$ cat src/rtl/enable_gen_if.sv
// Control/strobe bundle between a burst controller and enable_gen.
// The master requests bursts; the slave (enable_gen) returns the strobe and status.
interface enable_gen_if #(
  parameter int DATA_WIDTH = 8
);
  logic                  start;
  logic                  abort;
  logic [DATA_WIDTH-1:0] period;
  logic [DATA_WIDTH-1:0] pulses;
  logic                  en_out;
  logic                  busy;
  logic                  done;

  modport master (
    output start, abort, period, pulses,
    input  en_out, busy, done
  );

  modport slave (
    input  start, abort, period, pulses,
    output en_out, busy, done
  );
endinterface

$ cat src/rtl/enable_gen.sv
// Programmable enable-strobe generator: emits a burst of single-cycle pulses at a
// programmed spacing (or continuously) for a downstream counter's enable input.
module enable_gen #(
  parameter int DATA_WIDTH = 8
) (
  input  logic         clk,
  input  logic         rst,
  enable_gen_if.slave  bus
);

  localparam logic [DATA_WIDTH-1:0] ONE = {{(DATA_WIDTH-1){1'b0}}, 1'b1};

  typedef enum logic [0:0] {
    ST_IDLE = 1'b0,
    ST_RUN  = 1'b1
  } state_t;

  state_t                state_q, state_d;
  logic [DATA_WIDTH-1:0] per_q, per_d;
  logic [DATA_WIDTH-1:0] rem_q, rem_d;
  logic [DATA_WIDTH-1:0] ph_q, ph_d;
  logic                  en_out_q, en_out_d;
  logic                  busy_q, busy_d;
  logic                  done_q, done_d;

  logic                  pulse_now;
  logic                  last_pulse;
  logic [DATA_WIDTH-1:0] ph_inc;

  // The phase counter is zero exactly in the cycles that carry a pulse.
  assign pulse_now  = (ph_q == '0);
  assign last_pulse = pulse_now && (rem_q == ONE);
  assign ph_inc     = (ph_q == (per_q - ONE)) ? '0 : (ph_q + ONE);

  always_ff @(posedge clk or posedge rst) begin
    if (rst) begin
      state_q  <= ST_IDLE;
      per_q    <= '0;
      rem_q    <= '0;
      ph_q     <= '0;
      en_out_q <= 1'b0;
      busy_q   <= 1'b0;
      done_q   <= 1'b0;
    end else begin
      state_q  <= state_d;
      per_q    <= per_d;
      rem_q    <= rem_d;
      ph_q     <= ph_d;
      en_out_q <= en_out_d;
      busy_q   <= busy_d;
      done_q   <= done_d;
    end
  end

  always_comb begin
    state_d  = state_q;
    per_d    = per_q;
    rem_d    = rem_q;
    ph_d     = ph_q;
    en_out_d = 1'b0;
    busy_d   = 1'b0;
    done_d   = 1'b0;

    case (state_q)
      ST_IDLE: begin
        if (bus.start && !bus.abort) begin
          state_d  = ST_RUN;
          per_d    = (bus.period == '0) ? ONE : bus.period;
          rem_d    = bus.pulses;
          ph_d     = '0;
          en_out_d = 1'b1;
          busy_d   = 1'b1;
        end
      end

      ST_RUN: begin
        if (bus.abort) begin
          // Abort wins even over a final pulse in this cycle: no done.
          state_d = ST_IDLE;
          per_d   = '0;
          rem_d   = '0;
          ph_d    = '0;
        end else if (last_pulse) begin
          state_d = ST_IDLE;
          per_d   = '0;
          rem_d   = '0;
          ph_d    = '0;
          done_d  = 1'b1;
        end else begin
          // rem_q == 0 means continuous mode and is never decremented.
          if (pulse_now && (rem_q != '0)) begin
            rem_d = rem_q - ONE;
          end
          ph_d     = ph_inc;
          en_out_d = (ph_inc == '0);
          busy_d   = 1'b1;
        end
      end

      default: begin
        state_d = ST_IDLE;
      end
    endcase
  end

  assign bus.en_out = en_out_q;
  assign bus.busy   = busy_q;
  assign bus.done   = done_q;

endmodule

$ cat src/flat_wrapper.sv
// flat-port wrapper written by rule: the top's interface ports become plain ports
module enable_gen_flat 
#(
  parameter int DATA_WIDTH = 8
)
  (clk, rst, bus_start, bus_abort, bus_period, bus_pulses, bus_en_out, bus_busy, bus_done);
  enable_gen_if #(.DATA_WIDTH(DATA_WIDTH)) bus_i ();
  input  logic clk;
  input  logic rst;
  input wire logic [$bits(bus_i.start)-1:0] bus_start;
  input wire logic [$bits(bus_i.abort)-1:0] bus_abort;
  input wire logic [$bits(bus_i.period)-1:0] bus_period;
  input wire logic [$bits(bus_i.pulses)-1:0] bus_pulses;
  output wire logic [$bits(bus_i.en_out)-1:0] bus_en_out;
  output wire logic [$bits(bus_i.busy)-1:0] bus_busy;
  output wire logic [$bits(bus_i.done)-1:0] bus_done;
  assign bus_i.start = bus_start;
  assign bus_i.abort = bus_abort;
  assign bus_i.period = bus_period;
  assign bus_i.pulses = bus_pulses;
  assign bus_en_out = bus_i.en_out;
  assign bus_busy = bus_i.busy;
  assign bus_done = bus_i.done;
  enable_gen #(.DATA_WIDTH(DATA_WIDTH)) u_core (.clk(clk), .rst(rst), .bus(bus_i));
endmodule
$ cat config.mk
export PLATFORM = sky130hd
export DESIGN_NAME = enable_gen_flat
export DESIGN_NICKNAME = d
export VERILOG_FILES = /design/src/rtl/enable_gen_if.sv /design/src/rtl/enable_gen.sv /design/src/flat_wrapper.sv
export SDC_FILE = /design/constraint.sdc
export NUM_CORES = 1
export LEC_CHECK = 0
export ABC_AREA = 1
export CAP_MARGIN = 20
export CORE_ASPECT_RATIO = 2
export CORE_MARGIN = 1
export CORE_UTILIZATION = 59
export CTS_BUF_LIST = sky130_fd_sc_hd__clkbuf_16
export DETAILED_ROUTE_END_ITERATION = 6
export MAX_ROUTING_LAYER = met4
export PLACE_DENSITY = 0.85
export SYNTH_ARGS = -nofsm -noshare
export SYNTH_HDL_FRONTEND = slang
export SYNTH_SLANG_ARGS = --single-unit
$ cat constraint.sdc
create_clock -name clk -period 3.9 [get_ports clk]
set_input_delay 0.39 -clock clk [delete_from_list [all_inputs] [get_ports clk]]
set_output_delay 0.39 -clock clk [all_outputs]
set_load 0.02 [all_outputs]
# After elaboration in Yosys (flattened, before gate mapping)
# Index checks and enable logic that the tools add are counted.
[totals]
regBits = 27
input_bits = 20
out_inout_bits = 3
wordCells = 50
[op_classes]
add_sub_neg = 3
eq_ne = 5
n_mux = 25
bitwise_logic = 1
reduce_logical = 10
[op_table]
columns = ["op", "count"]
rows = [
  ["two-way mux 8 bit", 12],
  ["one-hot mux 8 bit (2 select lines)", 3],
  ["zero test 8 bit", 3],
  ["subtractor 8 x 1 -> 8 bit, second input constant", 2],
  ["adder 8 x 1 -> 8 bit, second input constant", 1],
  ["equality test 8 x 1 -> 1 bit, second input constant", 1],
  ["equality test 8 bit", 1],
  ["two-way mux 1 bit", 8],
  ["nonzero test 8 bit", 1],
  ["!= test 4 bit, second input constant", 1],
  ["one-hot mux 1 bit (2 select lines)", 2],
  ["AND reduction 2 bit", 2],
  ["logical AND 1 bit", 3],
  ["!= test 3 bit, second input constant", 1],
  ["!= test 2 x 1 -> 1 bit, second input constant", 1],
  ["zero test 1 bit", 1],
  ["NOT 1 bit", 1],
]

# Depth between registers and ports, before layout
# Gate-level depths: netlist (run 1).
[logic_depth]
depth_word = 7
mapped_depth = 16
ltp_nobuf = 15

# Worst setup path before layout (run 1)
# Ideal clock, no wire load.
[synth_timing]
kind = "register to register"
start = "reg u_core.per_q[0]"
end = "reg u_core.en_out_q, in the netlist u_core.bus.en_out"
setup_time_ns = 0.121
arrival_ns = 1.565
required_ns = 3.779
setup_slack_ns = 2.214
stages_incl_launch_ff = 14
n_path_buf = 1
synth_period_minus_slack_ns = 1.686
cell_sequence = "dfrtp_1 inv_2 ha_1 nand2_1 o21ai_0 nand2_1 nand2_1 nor2_2 nand2_2 buf_6 o21ai_1 and2_1 nand2_1 nand2_1"
[synth_via]
elab_chain_len = 7
[synth_rtl]
columns = ["element", "line_no", "text"]
rows = [
  ["from (decl)", "enable_gen.sv:19", "logic [DATA_WIDTH-1:0] per_q, per_d;"],
  ["from (signal assigned)", "enable_gen.sv:46", "per_q <= per_d;"],
  ["subtractor 8 x 1 -> 8 bit", "enable_gen.sv:33", "assign ph_inc = (ph_q == (per_q - ONE)) ? '0 : (ph_q + ONE);"],
  ["equality test 8 bit", "enable_gen.sv:33", ""],
  ["two-way mux 8 bit", "enable_gen.sv:33", ""],
  ["zero test 8 bit", "enable_gen.sv:95", "en_out_d = (ph_inc == '0);"],
  ["two-way mux 1 bit", "enable_gen.sv:83", "end else if (last_pulse) begin"],
  ["two-way mux 1 bit", "enable_gen.sv:77", "if (bus.abort) begin"],
  ["one-hot mux 1 bit (2 select lines)", "enable_gen.sv:64", "case (state_q)"],
  ["net u_core.en_out_d", "enable_gen.sv:22", "logic en_out_q, en_out_d;"],
  ["to (signal assigned)", "enable_gen.sv:49", "en_out_q <= en_out_d;"],
  ["to (decl)", "enable_gen.sv:22", ""],
]
# The timed path passes the listed nets, and every way through them passes these cells.
# A chain may end at the register's enable or synchronous reset.

# Worst setup path after layout (run 1)
[layout_timing]
start = "reg u_core.ph_q[0]"
end = "reg u_core.per_q[5]"
[layout_via]
elab_chain_len = 4
[layout_rtl]
columns = ["element", "line_no", "text"]
rows = [
  ["from (decl)", "enable_gen.sv:21", "logic [DATA_WIDTH-1:0] ph_q, ph_d;"],
  ["from (signal assigned)", "enable_gen.sv:48", "ph_q <= ph_d;"],
  ["zero test 8 bit", "enable_gen.sv:31", "assign pulse_now = (ph_q == '0);"],
  ["logical AND 1 bit", "enable_gen.sv:32", "assign last_pulse = pulse_now && (rem_q == ONE);"],
  ["!= test 3 bit (no line)", "--", ""],
  ["AND reduction 2 bit (no line)", "--", ""],
]
# No other way between the ends.

==> results.md, run 1 <==
* Post-synthesis compound-gate area fraction at 12.9%
* # IOs at 23
* Cell variety after synth at 33
* Gate Count Post-Synth at 246
* Top achievable clock speed at about 440 MHz
* LEAKAGE at 1.08 nW
* GR peak layer: met2
* Post-route ant nets at 0
* Mux cell area share after synthesis at 0%
* Global routing met2 resource utilization at between 50 and 60%
* Sequential-to-total area share from yosys stat at 37.0%
* Clock buffer depth at 2
* CP max stage delay at 0.42 ns
* Starting Density at 62.1%
* Maxcap violations at 0
* Layout cells sized above 1 at 8.18%
* Total routing usage reported by global routing at between 30% and 40%
* Clock sinks at 27
* Hold WS at 0.321 ns
* Post-CTS setup buffers at 0
* Cell Area, Synth at ~0.0018 mm^2
* Final Setup Violations at 0
* Met3 Use GR at 2.76%
* Wire per inst at ~15 um
* Worst slew pin tran at roughly 0.39 ns
* CP Capture Type: flop
* Placed cell area at slightly above 0.002 mm^2
* Die ar. at 0.00334 mm^2
* CTS tree: built
* Worst-path cell chain: inv_1 > ha_1 > nand4_1 > nor4_2 > nand2_1 > nand2_1 > nand2_2 > inv_1 > o22ai_1
* RSZ-0062 raised after global routing: false
* Critical Path Source Type: flop
* Drt initial violations at 67
* Max-slew violations at 0
* Worst clock skew at 0.00397 ns
* Drt pass-1 iters at 6
* Vias at 1709
* Post-synth EDFFs at 0
* Total power at 0.954 mW
* CTS Buf Count at 3
* Routability-driven placement congestion ratio at between 0.8 and 0.9
* #FFs+latches synth at 27
* Area Overhead vs Synth at 18.2%
* Total Routed Length at 4490 um
* DRC at 0
* Async S/R FF share, synth at 100%
* Worst-Skew Late Latency at 0.26 ns
* YS warnings at 0
* Cell family with most CP delay: simple AND/OR/NAND/NOR gates
* # port buffers at 22
* CTS root buffer: clkbuf_16
* Die Ht at approximately 81 um
* R2r setup slk at around 1.6 ns
* Cts repair resizes at 0
* Die W at 41.3 um
* Fin area at around 0.0022 mm^2
* H-Tree Depth at 1
* CP max stage cell: dfrtp_1
* Synthesized Nets at 271
* WP buf/inv at 2
* Final hold vios at 0
* Final period util at about three fifths
* Peak supply drop at 0.347 mV
* Vias per cell at 5.72
* First-pass GRT wire length at 6910 um
* Crit path DAT at 2.40 ns
* Relative slew slack at 74.1%
* Initial antenna violation count at 0
* Rows at 28
* Nets at 295
* Simple-gate portion of the synthesized area at 29.5%
* Largest net degree at the start of global routing at 28
* Xor-xnor portion of the synthesized cell area at 7.19%
* WS Path Type: flop to flop
* Avg Cell Area, Syn at 7.43 um^2
* Setup TNS Final at 0 ns
* Synth Area in Adders at ~3.4%
* Most used DFF post-synth: dfrtp_1
* Post-DP HPWL at around 3400 um
* Hold buffers post-CTS at 0
* Core area at 0.00294 mm^2
* Largest family of logic cells by synthesized area: simple AND/OR/NAND/NOR gates
* Hold Crit Class: input pin to async pin
* Ant diodes at 0
* Status: complete, no violations
* GRT Residual Overflow at 0
* CP max FO at 12
* Crit path time final at 2.27 ns
* Vias in the first global route at between 1500 and 2000
* Grt met1 use at 28.5%
* Data required time of the worst path at a little over 4 ns
* Reg clk slew, reported paths at 0.06 ns
* Pwr/cell area at between 400 and 500 mW/mm^2
## cells in the mapped netlist (5+ instances only)
master   number  share of area, %
dfrtp_1      27                37
ha_1          5               3.4
inv_1        37               7.6
nand2_1      54                11
nand2_2       5               1.7
nand3_1      17               4.7
nor2_1       20               4.1
o21ai_0      23               6.3
o22ai_1       6               2.1
xnor2_1       7               3.4
xor2_1        8               3.8
## stage by stage
step / util, % / cells / setup slack (ns)
CTS: 72.4 / 298 / 1.63
global route: 73.3 / 299 / 1.47
finish: 73.3 / 299 / 1.63
detailed placement: 69.7 / 294 / 1.70
floorplan: - / 246 / 2.21
global placement: 69.7 / 294 / 1.73
## kinds of logic (layout without fill, tap and decap cells)
logic type / count (synthesis) / count (layout)
adder cells (fa/ha/maj): 5 / 5
buffers and inverters: 44 / 67
AO/OA/AOI/OAI: 41 / 41
AND/OR/NAND/NOR: 114 / 114
flip-flops: 27 / 27
XOR/XNOR: 15 / 15
## power breakdown
part | leakage, nW | internal, mW | total [mW] | switching (mW)
registers | 0.353 | 0.327 | 0.378 | 0.0508
logic | 0.682 | 0.141 | 0.345 | 0.205
clock network | 0.0423 | 0.137 | 0.230 | 0.0931
## per-layer routing
metal,up-vias,share of wire (%)
li1,835,-
met1,808,35
met2,47,57
met3,19,2.3
met4,0,5.0
met5,-,0
## final timing paths
kind,to,cells after the start,startpoint
min,u_core.rem_q[1],2,rst
max in group asynchronous,u_core.ph_q[7],3,rst
max reg2reg,u_core.per_q[5],9,u_core.ph_q[0]
max,u_core.per_q[5],9,u_core.ph_q[0]
min reg2reg,u_core.per_q[7],1,u_core.per_q[7]
min in group clk,u_core.per_q[7],1,u_core.per_q[7]
## area by class of cell
cell class	count	area (um^2)
Multi-Input combinational cell	175	968
Fill cell	232	785
Sequential cell	27	676
Timing Repair Buffer	23	248
Inverter	40	150
Clock buffer	3	75.1
Tap cell	30	37.5
Clock inverter	1	3.75
## registers in the layout, indices dropped and copies added (netlist names)
register and cells:
u_core.bus.busy 1, u_core.bus.done 1, u_core.bus.en_out 1, u_core.per_q 8, u_core.ph_q 8, u_core.rem_q 8
## layout by cell type, fill, tap and decap left out, drive strengths merged, types with 5 or more instances in the layout
master         count
nand2             62
inv               40
dfrtp             27
o21ai             26
nor2              23
clkdlybuf4s50     22
nand3             18
xor2               8
xnor2              7
o22ai              6
ha                 5
Power figures use the tool's default switching activity.
==> run 2, diff against run 1 <==
--- a/config.mk
+++ b/config.mk
@@ -9,11 +9,11 @@
 export CAP_MARGIN = 20
 export CORE_ASPECT_RATIO = 2
 export CORE_MARGIN = 1
-export CORE_UTILIZATION = 59
+export CORE_UTILIZATION = 50
 export CTS_BUF_LIST = sky130_fd_sc_hd__clkbuf_16
 export DETAILED_ROUTE_END_ITERATION = 6
 export MAX_ROUTING_LAYER = met4
-export PLACE_DENSITY = 0.85
+export PLACE_DENSITY = 0.77
 export SYNTH_ARGS = -nofsm -noshare
 export SYNTH_HDL_FRONTEND = slang
 export SYNTH_SLANG_ARGS = --single-unit
==> constraint.sdc (replaced) <==
create_clock -name clk -period 1.9 [get_ports clk]
set_input_delay 0.19 -clock clk [delete_from_list [all_inputs] [get_ports clk]]
set_output_delay 0.19 -clock clk [all_outputs]
set_load 0.02 [all_outputs]
==> run 2 against run 1 <==
Compared with the run above: worst setup slack got worse by 1.5 ns; via count rose by 4.7%; maximum frequency rose by 26%; largest power group is now combinational logic.
==> results.md, run 2 (synthesized netlist as in run 1, its figures left out) <==
* Status: complete, no violations
* Crit path time final at 1.80 ns
* Routability-driven placement congestion ratio at 0.910
* Worst-Skew Late Latency at 0.26 ns
* Largest net degree at the start of global routing at 28
* Rows at 30
* Post-route ant nets at 0
* Drt initial violations at 85
* Maxcap violations at 0
* Peak supply drop at roughly 0.8 mV
* Top achievable clock speed at 556 MHz
* Total Routed Length at 4820 um
* Storage cell area at 676 um^2
* # port buffers at 22
* Final Non-Filler Cells at 338
* Layout cells sized above 1 at 17.6%
* Clock sinks at 27
* Clock buffer depth at 2
* Worst clock skew at 0.00380 ns
* Nets at 316
* Most frequent cells in the layout: nand2_1, inv_1, dfrtp_1
* H-Tree Depth at 1
* CTS root buffer: clkbuf_16
* Hold WS at 0.289 ns
* Relative slew slack at 76.3%
* GRT Residual Overflow at 0
* Total power at roughly 2.1 mW
* Critical Path Source Type: flop
* Data required time of the worst path at 2.09 ns
* Drt pass-1 iters at 4
* Cells after DPL at between 300 and 400
* Final hold vios at 0
* CP max FO at 8
* Net Sw Frac at 37.3%
* Vias in the first global route at 1760
* Int Pwr at around 1.3 mW
* Combinational power share at 39.9%
* Fillers at a little under 300
* Initial antenna violation count at 0
* First-pass GRT wire length at 7580 um
* CP Capture Type: flop
* Reg clk slew, reported paths at 0.07 ns
* Ant diodes at 0
* Core area at 0.00345 mm^2
* Die ar. at 0.00391 mm^2
* Finished Core Util at 69.2%
* Post-DP HPWL at 3490 um
* Wire per inst at between 10 and 15 um
* Hold Crit Class: input pin to async pin
* Clock power frac at 23.5%
* Worst slew pin tran at 0.355 ns
* CTS Buf Count at 3
* Die W at 44.7 um
* Commonest non-fill, non-tap cell in the layout: nand2_1
* Sequential power share at 36.6%
* Vias at 1790
* Hold buffers post-CTS at 0
* DRC at 0
* Worst-path cell chain: inv_1 > ha_1 > nand4_1 > nor4_4 > o211ai_1 > buf_4 > nand2_8 > nor2_1 > a21oi_1
* # IOs at 23
* Multi-input gate area at 0.00105 mm^2
* Sw Pwr at 0.786 mW
* Pwr/cell area at a little under 900 mW/mm^2
* Area Overhead vs Synth at 30.8%
* Max-slew violations at 0
* Final Setup Violations at 0
* Biggest regs: u_core.per_q x8, u_core.ph_q x8, u_core.rem_q x8
* CP max stage delay at 0.38 ns
* Total routing usage reported by global routing at ~27%
* CP max stage cell: dfrtp_1
* Vias per cell at 5.30
* RSZ-0062 raised after global routing: true
* Final period util at around 95%
* Starting Density at 52.9%
* Die Ht at between 80 and 90 um
* CTS tree: built
* Crit path DAT at a little under 2 ns
* LEAKAGE at about 1.2 nW
* WS Path Type: flop to flop
==> run 2: cell types whose count changed in the layout (fill, tap and decap cells not counted), sizes merged <==
| cell | before | now |
|---|---|---|
| buf | 1 | 20 |
| nand2 | 62 | 64 |
| clkinvlp | 0 | 1 |
| inv | 40 | 39 |
==> run 2: worst paths after layout <==
path / slack (ns) / to / cells after the start / startpoint
setup / recovery: 0.10 / u_core.rem_q[6] / 9 / u_core.ph_q[0]
hold / removal: 0.29 / u_core.rem_q[0] / 3 / rst
setup reg to reg: 0.10 / u_core.rem_q[6] / 9 / u_core.ph_q[0]
hold reg to reg: 0.57 / u_core.per_q[7] / 1 / u_core.per_q[7]
max in group asynchronous: 1.35 / u_core.per_q[5] / 3 / rst
min in group clk: 0.51 / u_core.per_q[5] / 3 / bus_period[5]
==> run 2: critical path: cells and delay by family (launching register included) <==
kind | cells | cell delay, ns
and+or+nand+nor | 4 | 0.58
DFF | 1 | 0.38
AOI/OAI and AO/OA | 2 | 0.32
buffers and inverters | 2 | 0.27
adders and majority gates | 1 | 0.16
==> run 2: per-stage QoR <==
step                cell area (um^2)  TNS (ns)  worst slack, ns
floorplan                       1830         0            0.214
global placement                2170         0            0.116
detailed placement              2170         0           0.0388
CTS                             2250         0          0.00979
global route                    2390   -0.0285          -0.0280
finish                          2390         0            0.103
==> run 2: power groups by stage <==
stage / clock network (mW) / registers, mW / logic [mW]
2_1_floorplan: 0 / 0.764 / 0.527
3_5_place_dp: 0 / 0.778 / 0.733
6_report: 0.494 / 0.770 / 0.840
3_3_place_gp: 0 / 0.776 / 0.721
5_1_grt: 0.523 / 0.777 / 0.941
4_1_cts: 0.493 / 0.767 / 0.739
==> run 2: timing repair <==
action / 4_1_cts / 5_1_grt
buffers inserted: 0 / 7
setup endpoints to repair: 0 / 24
gates resized for setup: 0 / 16
==> run 2: layer usage <==
metal	up-vias	wire, um	global-route usage, %
met5	-	0	-
met4	0	242	13.8
met3	21	98	2.28
met2	48	2770	50.7
met1	838	1720	25.7
li1	883	-	-
==> run 2: final cells by class <==
| cell class | instances | share of cell area (%) |
|---|---|---|
| Clock buffer | 3 | 3.14 |
| Clock inverter | 1 | 0.314 |
| Inverter | 40 | 6.29 |
| Multi-Input combinational cell | 177 | 43.8 |
| Sequential cell | 27 | 28.3 |
| Tap cell | 48 | 2.51 |
| Timing Repair Buffer | 42 | 15.7 |
